==> src/rtl/counter_dn_ld.sv <==
// ============================================================================
// counter_dn_ld : loadable down-counter with borrow-out, optional auto-reload
//                 and an IDLE/COUNT state machine reporting busy and done.
// Revision 1.0  : initial release
// ============================================================================
`default_nettype none

module counter_dn_ld #(
  parameter int WIDTH  = 6,
  parameter int RELOAD = 0
) (
  input  logic             clk,
  input  logic             rst,
  input  logic [WIDTH-1:0] par_in_i,
  input  logic             ld_i,
  input  logic             cnt_en_i,
  output logic [WIDTH-1:0] par_out_o,
  output logic             bo_o,
  output logic             busy_o,
  output logic             done_o
);

  typedef enum logic [0:0] {
    S_IDLE  = 1'b0,
    S_COUNT = 1'b1
  } state_t;

  state_t           state_q, state_d;
  logic [WIDTH-1:0] cnt_q, cnt_d;
  logic [WIDTH-1:0] reload_q, reload_d;
  logic             done_q, done_d;

  always_ff @(posedge clk or posedge rst) begin
    if (rst) begin
      state_q  <= S_IDLE;
      cnt_q    <= '0;
      reload_q <= '0;
      done_q   <= 1'b0;
    end else begin
      state_q  <= state_d;
      cnt_q    <= cnt_d;
      reload_q <= reload_d;
      done_q   <= done_d;
    end
  end

  // A load always wins over a decrement in the same cycle, in either state.
  always_comb begin
    state_d  = state_q;
    cnt_d    = cnt_q;
    reload_d = reload_q;
    done_d   = 1'b0;
    if (ld_i) begin
      cnt_d    = par_in_i;
      reload_d = par_in_i;
      state_d  = S_COUNT;
    end else if (state_q == S_COUNT && cnt_en_i) begin
      if (cnt_q != '0) begin
        cnt_d = cnt_q - WIDTH'(1);
      end else begin
        done_d = 1'b1;
        if (RELOAD != 0) begin
          cnt_d = reload_q;
        end else begin
          state_d = S_IDLE;
        end
      end
    end
  end

  assign par_out_o = cnt_q;
  assign busy_o    = (state_q == S_COUNT);
  assign bo_o      = (state_q == S_COUNT) && (cnt_q == '0);
  assign done_o    = done_q;

endmodule

`default_nettype wire
==> config.mk <==
export PLATFORM = sky130hd
export DESIGN_NAME = counter_dn_ld
export DESIGN_NICKNAME = d
export VERILOG_FILES = /design/src/rtl/counter_dn_ld.sv
export SDC_FILE = /design/constraint.sdc
export NUM_CORES = 1
export LEC_CHECK = 0
export BUFFER_PORTS_ARGS = -buffer_cell sky130_fd_sc_hd__buf_2
export CAP_MARGIN = 0
export CORE_AREA = 2 2 39 41
export DETAILED_ROUTE_END_ITERATION = 12
export DIE_AREA = 0 0 41 43
export PLACE_DENSITY = 0.74
export RECOVER_POWER = 100
export SETUP_SLACK_MARGIN = 0.05
export SLEW_MARGIN = 20
export SYNTH_ARGS = -nofsm -noshare
export SYNTH_HDL_FRONTEND = slang
export SYNTH_SLANG_ARGS = --single-unit
==> constraint.sdc <==
create_clock -name clk -period 4.1 [get_ports clk]
set_clock_uncertainty 0.2 [all_clocks]
set_input_delay 0.41 -clock clk [delete_from_list [all_inputs] [get_ports clk]]
set_output_delay 0.41 -clock clk [all_outputs]
set_load 0.02 [all_outputs]
==> results by group, run 1 <==
Hold path
  • Hold crit path type: input pin to flop
  • WHS Endpoint: par_out_o[1]
  • Cells on Worst Hold Path: 3
  • Start point of the worst min-delay path: par_in_i[1]

Finish
  • NumNets Final: 88
  • Number of fillers in the final layout: approximately 150
  • Fraction of layout instances using a drive strength above 1: 0.243
  • ANT cells: 0
  • Post-Route Utilization: 0.455
  • Area delta synth->final: 20.6%

CTS
  • Setup repair bufs after CTS: 0
  • Largest buffer count on any clock path: 2
  • # clock sinks: 8
  • H-tree depth reported by CTS: 1
  • Cts bufs inserted: 3
  • Cell chosen for the clock root: sky130_fd_sc_hd__clkbuf_4
  • Clock latency at the later pin of the worst-skew pair: 0.26 ns
  • Clock tree from TritonCTS: done
  • Clock transition at the registers of the reported paths: around 0.050 ns
  • Number of buffers inserted by hold repair at cts: 1
  • Post-cts sizing count: 0

Placed design
  • DPL Wire Length: roughly 900 um
  • # port buffers: 18
  • Post-place setup slack: just under 2 ns
  • Placer congestion estimate: slightly below 0.8

Power and ir drop
  • Leakage: between 0.0002 and 0.0003 uW
  • VDD IR-drop max: between 0.15 and 0.2 mV
  • Power density of the placed cells: approximately 360 nW/um^2

Logic synthesis
  • Post-Syn Area: roughly 520 sq um
  • Number of enable-type register cells in the synthesized netlist: 0
  • Mapped Cells: 55
  • Dominant cell type by area after synthesis: sky130_fd_sc_hd__dfrtp_1
  • Cell with the most instances after synthesis: sky130_fd_sc_hd__dfrtp_1
  • Yosys warning count: 0
  • Commonest cells in the netlist: sky130_fd_sc_hd__dfrtp_1 (8), sky130_fd_sc_hd__nor3_1 (6), sky130_fd_sc_hd__inv_1 (5), sky130_fd_sc_hd__nand3_1 (5)
  • Fraction of post-synthesis cell area in the top cell type by area: 0.384
  • Most area-consuming cells after synthesis: sky130_fd_sc_hd__dfrtp_1 (38%), sky130_fd_sc_hd__a221o_1 (5.8%), sky130_fd_sc_hd__nor3_1 (5.8%), sky130_fd_sc_hd__ha_1 (4.8%), sky130_fd_sc_hd__nand3_1 (4.8%)
  • Synthesis-stage register bit count: 8
  • Count of different cell masters after synthesis: 25
  • Most used DFF post-synth: sky130_fd_sc_hd__dfrtp_1
  • Register area share after synthesis: 0.384
  • Mean post-synth cell area: between 9 and 10 sq um
  • Synth Net Count: 67
  • Synth async-reset ratio: 1.00

Setup path
  • Data arrival at the endpoint of the critical path: a little under 2 ns
  • CP Class: flop to output port
  • Critical Path End Type: output port
  • Register-to-register path setup slack: around 2 ns
  • Data required time at the worst endpoint: around 3.5 ns
  • Startpoint of the most critical register-to-register path: par_out_o[1]
  • Startpoint type of the worst setup path: flop
  • Count of cells along the worst register-to-register path: 5
  • Largest driver fanout on the critical path: 10
  • Worst reg2reg endpoint: par_out_o[3]

STA
  • Finish-stage setup viols: 0
  • FMAX: 392 MHz
  • Final TNS setup: 0 ns
  • Post-layout worst setup margin: ~1.6 ns
  • Slew Limit Headroom: 0.595
  • Fin. Hold Viols: 0
  • Setup repair after global routing missed its margin: false
  • Share of the clock period used by the worst path after layout: 0.622
  • Total count of max-transition violations in the final report: 0
  • Slew at the pin closest to its max-slew limit: ~0.61 ns
  • Minimum clock period after layout: ~2.5 ns

Routing
  • Starting DRT DRC Count: 5
  • Met2 layer wire length in the routed design: ~610 um
  • Post-detailed-routing wire length: about 1.2 mm
  • Post-detailed-route count of antenna-violating nets: 0
  • First-pass iteration count of the detailed router: 4
  • Avg WL per Cell: 13.7 um
  • Sum of routed wire segments on met1: about 530 um
  • Routed wl met3: a little over 70 um
  • Highest metal layer with signal wires: met4
  • Via count: 520
  • Vias/cell: between 5 and 6
  • Number of remaining DRC errors: 0

Floorplanning
  • Y dimension of the die: 43 um
  • Starting density of the core: 0.377
  • Number of top-level pins: 19
  • Core area: 1380 sq um
  • Die X-Extent: ~40 um
  • Total Die Area: 1760 sq um
  • Standard-cell row count: 14

Global routing
  • Overflow after GRT: 0
  • Pin count of the biggest net entering global routing: 16
  • Wire length of the first global-routing pass: around 1.9 mm
  • Via count of the first global-routing pass: around 470
  • Overall track demand over capacity in global routing: 0.159
  • Initial antenna violation count: 0

Run
  • Number of max-cap violations: 0

Status
  • Outcome: finished, final reports clean
## cell families (layout without fill, tap and decap cells)
group | count (synthesis) | count (layout) | synth area share
AND/OR/NAND/NOR | 20 | 20 | 0.216
flip-flops | 8 | 8 | 0.384
adder cells (fa/ha/maj) | 2 | 2 | 0.0480
AO/OA/AOI/OAI | 17 | 17 | 0.281
buffers and inverters | 8 | 27 | 0.0720
## sequential cells by signal, summed over array words and instances (netlist names)
name	flops
par_out_o	6
done_o	1
busy_o	1
## final cells by class
type,instances,area (sq um),area share
Multi-Input combinational cell,39,279,0.443
Sequential cell,8,200,0.318
Inverter,5,18.8,0.0298
Tap cell,16,20.0,0.0318
Clock buffer,3,22.5,0.0358
Timing Repair Buffer,19,88.8,0.141
## per-stage QoR
step           std cells  hold WS [ns]  total power (uW)  cell area (sq um)
2_1_floorplan         55        0.0257               146                522
3_3_place_gp          86         0.177               163                613
3_5_place_dp          86         0.183               165                613
4_1_cts               90         0.160               229                646
5_1_grt               90         0.165               239                629
6_report              90         0.161               225                629
## layout by cell type (no fill, tap or decap)
cell and n:
sky130_fd_sc_hd__a22oi_1 1, sky130_fd_sc_hd__nor2b_1 2, sky130_fd_sc_hd__a2bb2oi_1 1, sky130_fd_sc_hd__clkbuf_1 9
sky130_fd_sc_hd__a2111o_1 1, sky130_fd_sc_hd__or2_2 1, sky130_fd_sc_hd__a211oi_1 1, sky130_fd_sc_hd__a221o_1 3
sky130_fd_sc_hd__nand3_1 5, sky130_fd_sc_hd__a21oi_1 3, sky130_fd_sc_hd__or3_1 1, sky130_fd_sc_hd__inv_1 5
sky130_fd_sc_hd__clkbuf_4 3, sky130_fd_sc_hd__and3_1 1, sky130_fd_sc_hd__a21o_1 1, sky130_fd_sc_hd__buf_2 9
sky130_fd_sc_hd__nor3_1 6, sky130_fd_sc_hd__dlygate4sd3_1 1, sky130_fd_sc_hd__a31o_2 1, sky130_fd_sc_hd__nor3_2 1
sky130_fd_sc_hd__o31ai_1 1, sky130_fd_sc_hd__ha_1 2, sky130_fd_sc_hd__o311a_2 2, sky130_fd_sc_hd__nand2_1 3
sky130_fd_sc_hd__dfrtp_1 8, sky130_fd_sc_hd__a211o_2 1, sky130_fd_sc_hd__o311a_1 1
## worst max path at each step
stage | startpoint | end | slack [ns]
2_1_floorplan | par_out_o[1] | bo_o | 2.09
3_3_place_gp | par_out_o[1] | bo_o | 1.98
3_5_place_dp | par_out_o[0] | bo_o | 1.92
4_1_cts | par_out_o[0] | bo_o | 1.63
5_1_grt | par_out_o[1] | bo_o | 1.47
6_report | par_out_o[1] | bo_o | 1.55
## report_power, final
| part | switching [uW] | total [uW] | leakage [uW] | internal, uW |
|---|---|---|---|---|
| Sequential | 11.7 | 98.1 | 0.0000945 | 86.3 |
| Combinational | 39.0 | 64.0 | 0.000168 | 25.0 |
| Clock | 28.9 | 62.6 | 0.0000138 | 33.6 |
## critical path: stages, from the launching register on
cell                       delay, ns
sky130_fd_sc_hd__dfrtp_1        0.40
sky130_fd_sc_hd__inv_1          0.12
sky130_fd_sc_hd__ha_1           0.18
sky130_fd_sc_hd__nor2b_1        0.51
sky130_fd_sc_hd__and3_1         0.24
sky130_fd_sc_hd__clkbuf_1       0.23
## layer usage
layer,vias to the layer above,global-route usage
met1,250,0.172
met5,-,0
met3,4,0.0471
met2,16,0.263
met4,0,0.0800
li1,250,-
No activity file was read; power rests on OpenSTA's default activity.
==> inputs of run 2 (changes only) <==
--- a/config.mk
+++ b/config.mk
@@ -10,7 +10,7 @@
 export CORE_AREA = 2 2 39 41
 export DETAILED_ROUTE_END_ITERATION = 12
 export DIE_AREA = 0 0 41 43
-export PLACE_DENSITY = 0.74
+export PLACE_DENSITY = 0.76
 export RECOVER_POWER = 100
 export SETUP_SLACK_MARGIN = 0.05
 export SLEW_MARGIN = 20
==> constraint.sdc (replaced) <==
create_clock -name clk -period 2.2 [get_ports clk]
set_clock_uncertainty 0.2 [all_clocks]
set_input_delay 0.22 -clock clk [delete_from_list [all_inputs] [get_ports clk]]
set_output_delay 0.22 -clock clk [all_outputs]
set_load 0.02 [all_outputs]
==> results by group, run 2 (synthesis gave the netlist of run 1 again) <==
CTS
  • # clock sinks: 8
  • Clock latency at the later pin of the worst-skew pair: about 0.25 ns
  • Post-cts sizing count: 0
  • Largest buffer count on any clock path: 2
  • Clock transition at the registers of the reported paths: 0.06 ns
  • Cell chosen for the clock root: sky130_fd_sc_hd__clkbuf_4
  • H-tree depth reported by CTS: 1
  • Cts bufs inserted: 3
  • Clock tree from TritonCTS: done

Placed design
  • Placed Cells incl. Taps: 87
  • # port buffers: 18
  • Placer congestion estimate: approximately 0.73
  • Dpl cell area: roughly 620 sq um
  • DPL Wire Length: about 900 um

STA
  • FMAX: 493 MHz
  • Minimum clock period after layout: 2.03 ns
  • Share of the clock period used by the worst path after layout: 0.923
  • Slew Limit Headroom: 0.699
  • Fin. Hold Viols: 0
  • Slew at the pin closest to its max-slew limit: roughly 0.45 ns
  • Final TNS setup: 0 ns
  • Finish-stage setup viols: 0
  • Setup repair after global routing missed its margin: false
  • Total count of max-transition violations in the final report: 0

Finish
  • Area delta synth->final: 27.3%
  • Max reg flops: 6
  • Highest-count cells in the layout ignoring fill and taps: sky130_fd_sc_hd__buf_2 (9), sky130_fd_sc_hd__clkbuf_1 (9), sky130_fd_sc_hd__dfrtp_1 (8)
  • NumNets Final: ~90
  • Post-route cell area: 664 sq um
  • Fraction of layout instances using a drive strength above 1: 0.244
  • ANT cells: 0
  • Number of non-filler instances in the completed layout: 94

Routing
  • Vias/cell: approximately 5.6
  • Avg WL per Cell: between 10 and 15 um
  • Post-detailed-route count of antenna-violating nets: 0
  • First-pass iteration count of the detailed router: 4
  • Number of remaining DRC errors: 0
  • Post-detailed-routing wire length: about 1.2 mm
  • Starting DRT DRC Count: 8
  • Via count: between 500 and 600

Global routing
  • Met1 global-route usage: 0.183
  • Overall track demand over capacity in global routing: 0.158
  • Overflow after GRT: 0
  • Initial antenna violation count: 0
  • Pin count of the biggest net entering global routing: 16
  • GR Util met2: 0.241
  • Via count of the first global-routing pass: 470
  • Busiest metal layer after global routing: met2
  • Wire length of the first global-routing pass: 1.88 mm
  • Fraction of met3 tracks used by global routing: 0.0471

Power and ir drop
  • Proportion of power drawn by combinational gates: 0.295
  • Post-route total power: about 420 uW
  • VDD IR-drop max: 0.272 mV
  • Sw frac: 0.350
  • Switching Power: around 150 uW
  • Part of the total power dissipated in sequential elements: 0.431
  • Leakage: slightly below 0.0003 uW
  • Power density of the placed cells: 636 nW/um^2
  • Clock group share of total power: 0.275
  • Int Pwr: between 200 and 300 uW

Floorplanning
  • Total Die Area: roughly 1800 sq um
  • Standard-cell row count: 14
  • Starting density of the core: 0.377
  • Number of top-level pins: 19
  • Y dimension of the die: 43 um
  • Die X-Extent: roughly 40 um
  • Core area: approximately 1400 sq um

Setup path
  • Largest driver fanout on the critical path: 5
  • Data arrival at the endpoint of the critical path: 1.61 ns
  • Startpoint type of the worst setup path: flop
  • Critical Path End Type: output port
  • CP Class: flop to output port
  • Data required time at the worst endpoint: 1.78 ns

Run
  • Number of max-cap violations: 0

Status
  • Outcome: finished, final reports clean

Hold path
  • Hold crit path type: input pin to flop
run 2: worst paths after layout:
kind / slack (ns) / endpoint / from / depth (start not counted)
min in group asynchronous: 0.26 / par_out_o[1] / rst / 3
setup reg to reg: 0.36 / busy_o / par_out_o[0] / 6
hold reg to reg: 0.41 / busy_o / busy_o / 1
max in group asynchronous: 1.31 / par_out_o[2] / rst / 3
hold / removal: 0.01 / par_out_o[4] / par_in_i[4] / 2
setup / recovery: 0.17 / bo_o / par_out_o[0] / 5
run 2: cell type report:
type	instances	area (sq um)
fill	135	719
multi-input combinational	39	279
sequential	8	200
timing repair buffer	23	124
clock buffer	3	22.5
tap	16	20.0
inverter	5	18.8
run 2: through the flow:
step	hold WS (ns)	worst slack, ns	util
CTS	0.0144	0.174	0.494
floorplan	-0.164	0.332	-
global placement	-0.00931	0.413	0.448
finish	0.0146	0.170	0.480
detailed placement	-0.00874	0.430	0.448
global route	0.00719	0.0609	0.480
run 2: timing repair:
action	in CTS	in global routing
setup buffers	0	0
hold buffers	4	0
hold endpoints to repair	11	0
run 2: routing by layer:
metal  vias to the layer above  part of all wire
li1                        257                 -
met1                       247              0.43
met2                        22              0.50
met3                         2             0.062
met4                         0             0.011
met5                         -                 0
run 2: power groups by stage:
stage	Clock [uW]	Combinational [uW]	Sequential, uW
6_report	116	125	182
5_1_grt	128	137	185
4_1_cts	119	132	182
3_5_place_dp	0	126	184
3_3_place_gp	0	123	184
2_1_floorplan	0	76.8	195
run 2: worst max-delay path, cell delays in order (launching register included):
cell and delay, ns:
sky130_fd_sc_hd__dfrtp_1 0.42, sky130_fd_sc_hd__inv_1 0.10, sky130_fd_sc_hd__ha_1 0.16, sky130_fd_sc_hd__nor2b_1 0.29, sky130_fd_sc_hd__and3_1 0.21, sky130_fd_sc_hd__clkbuf_2 0.17
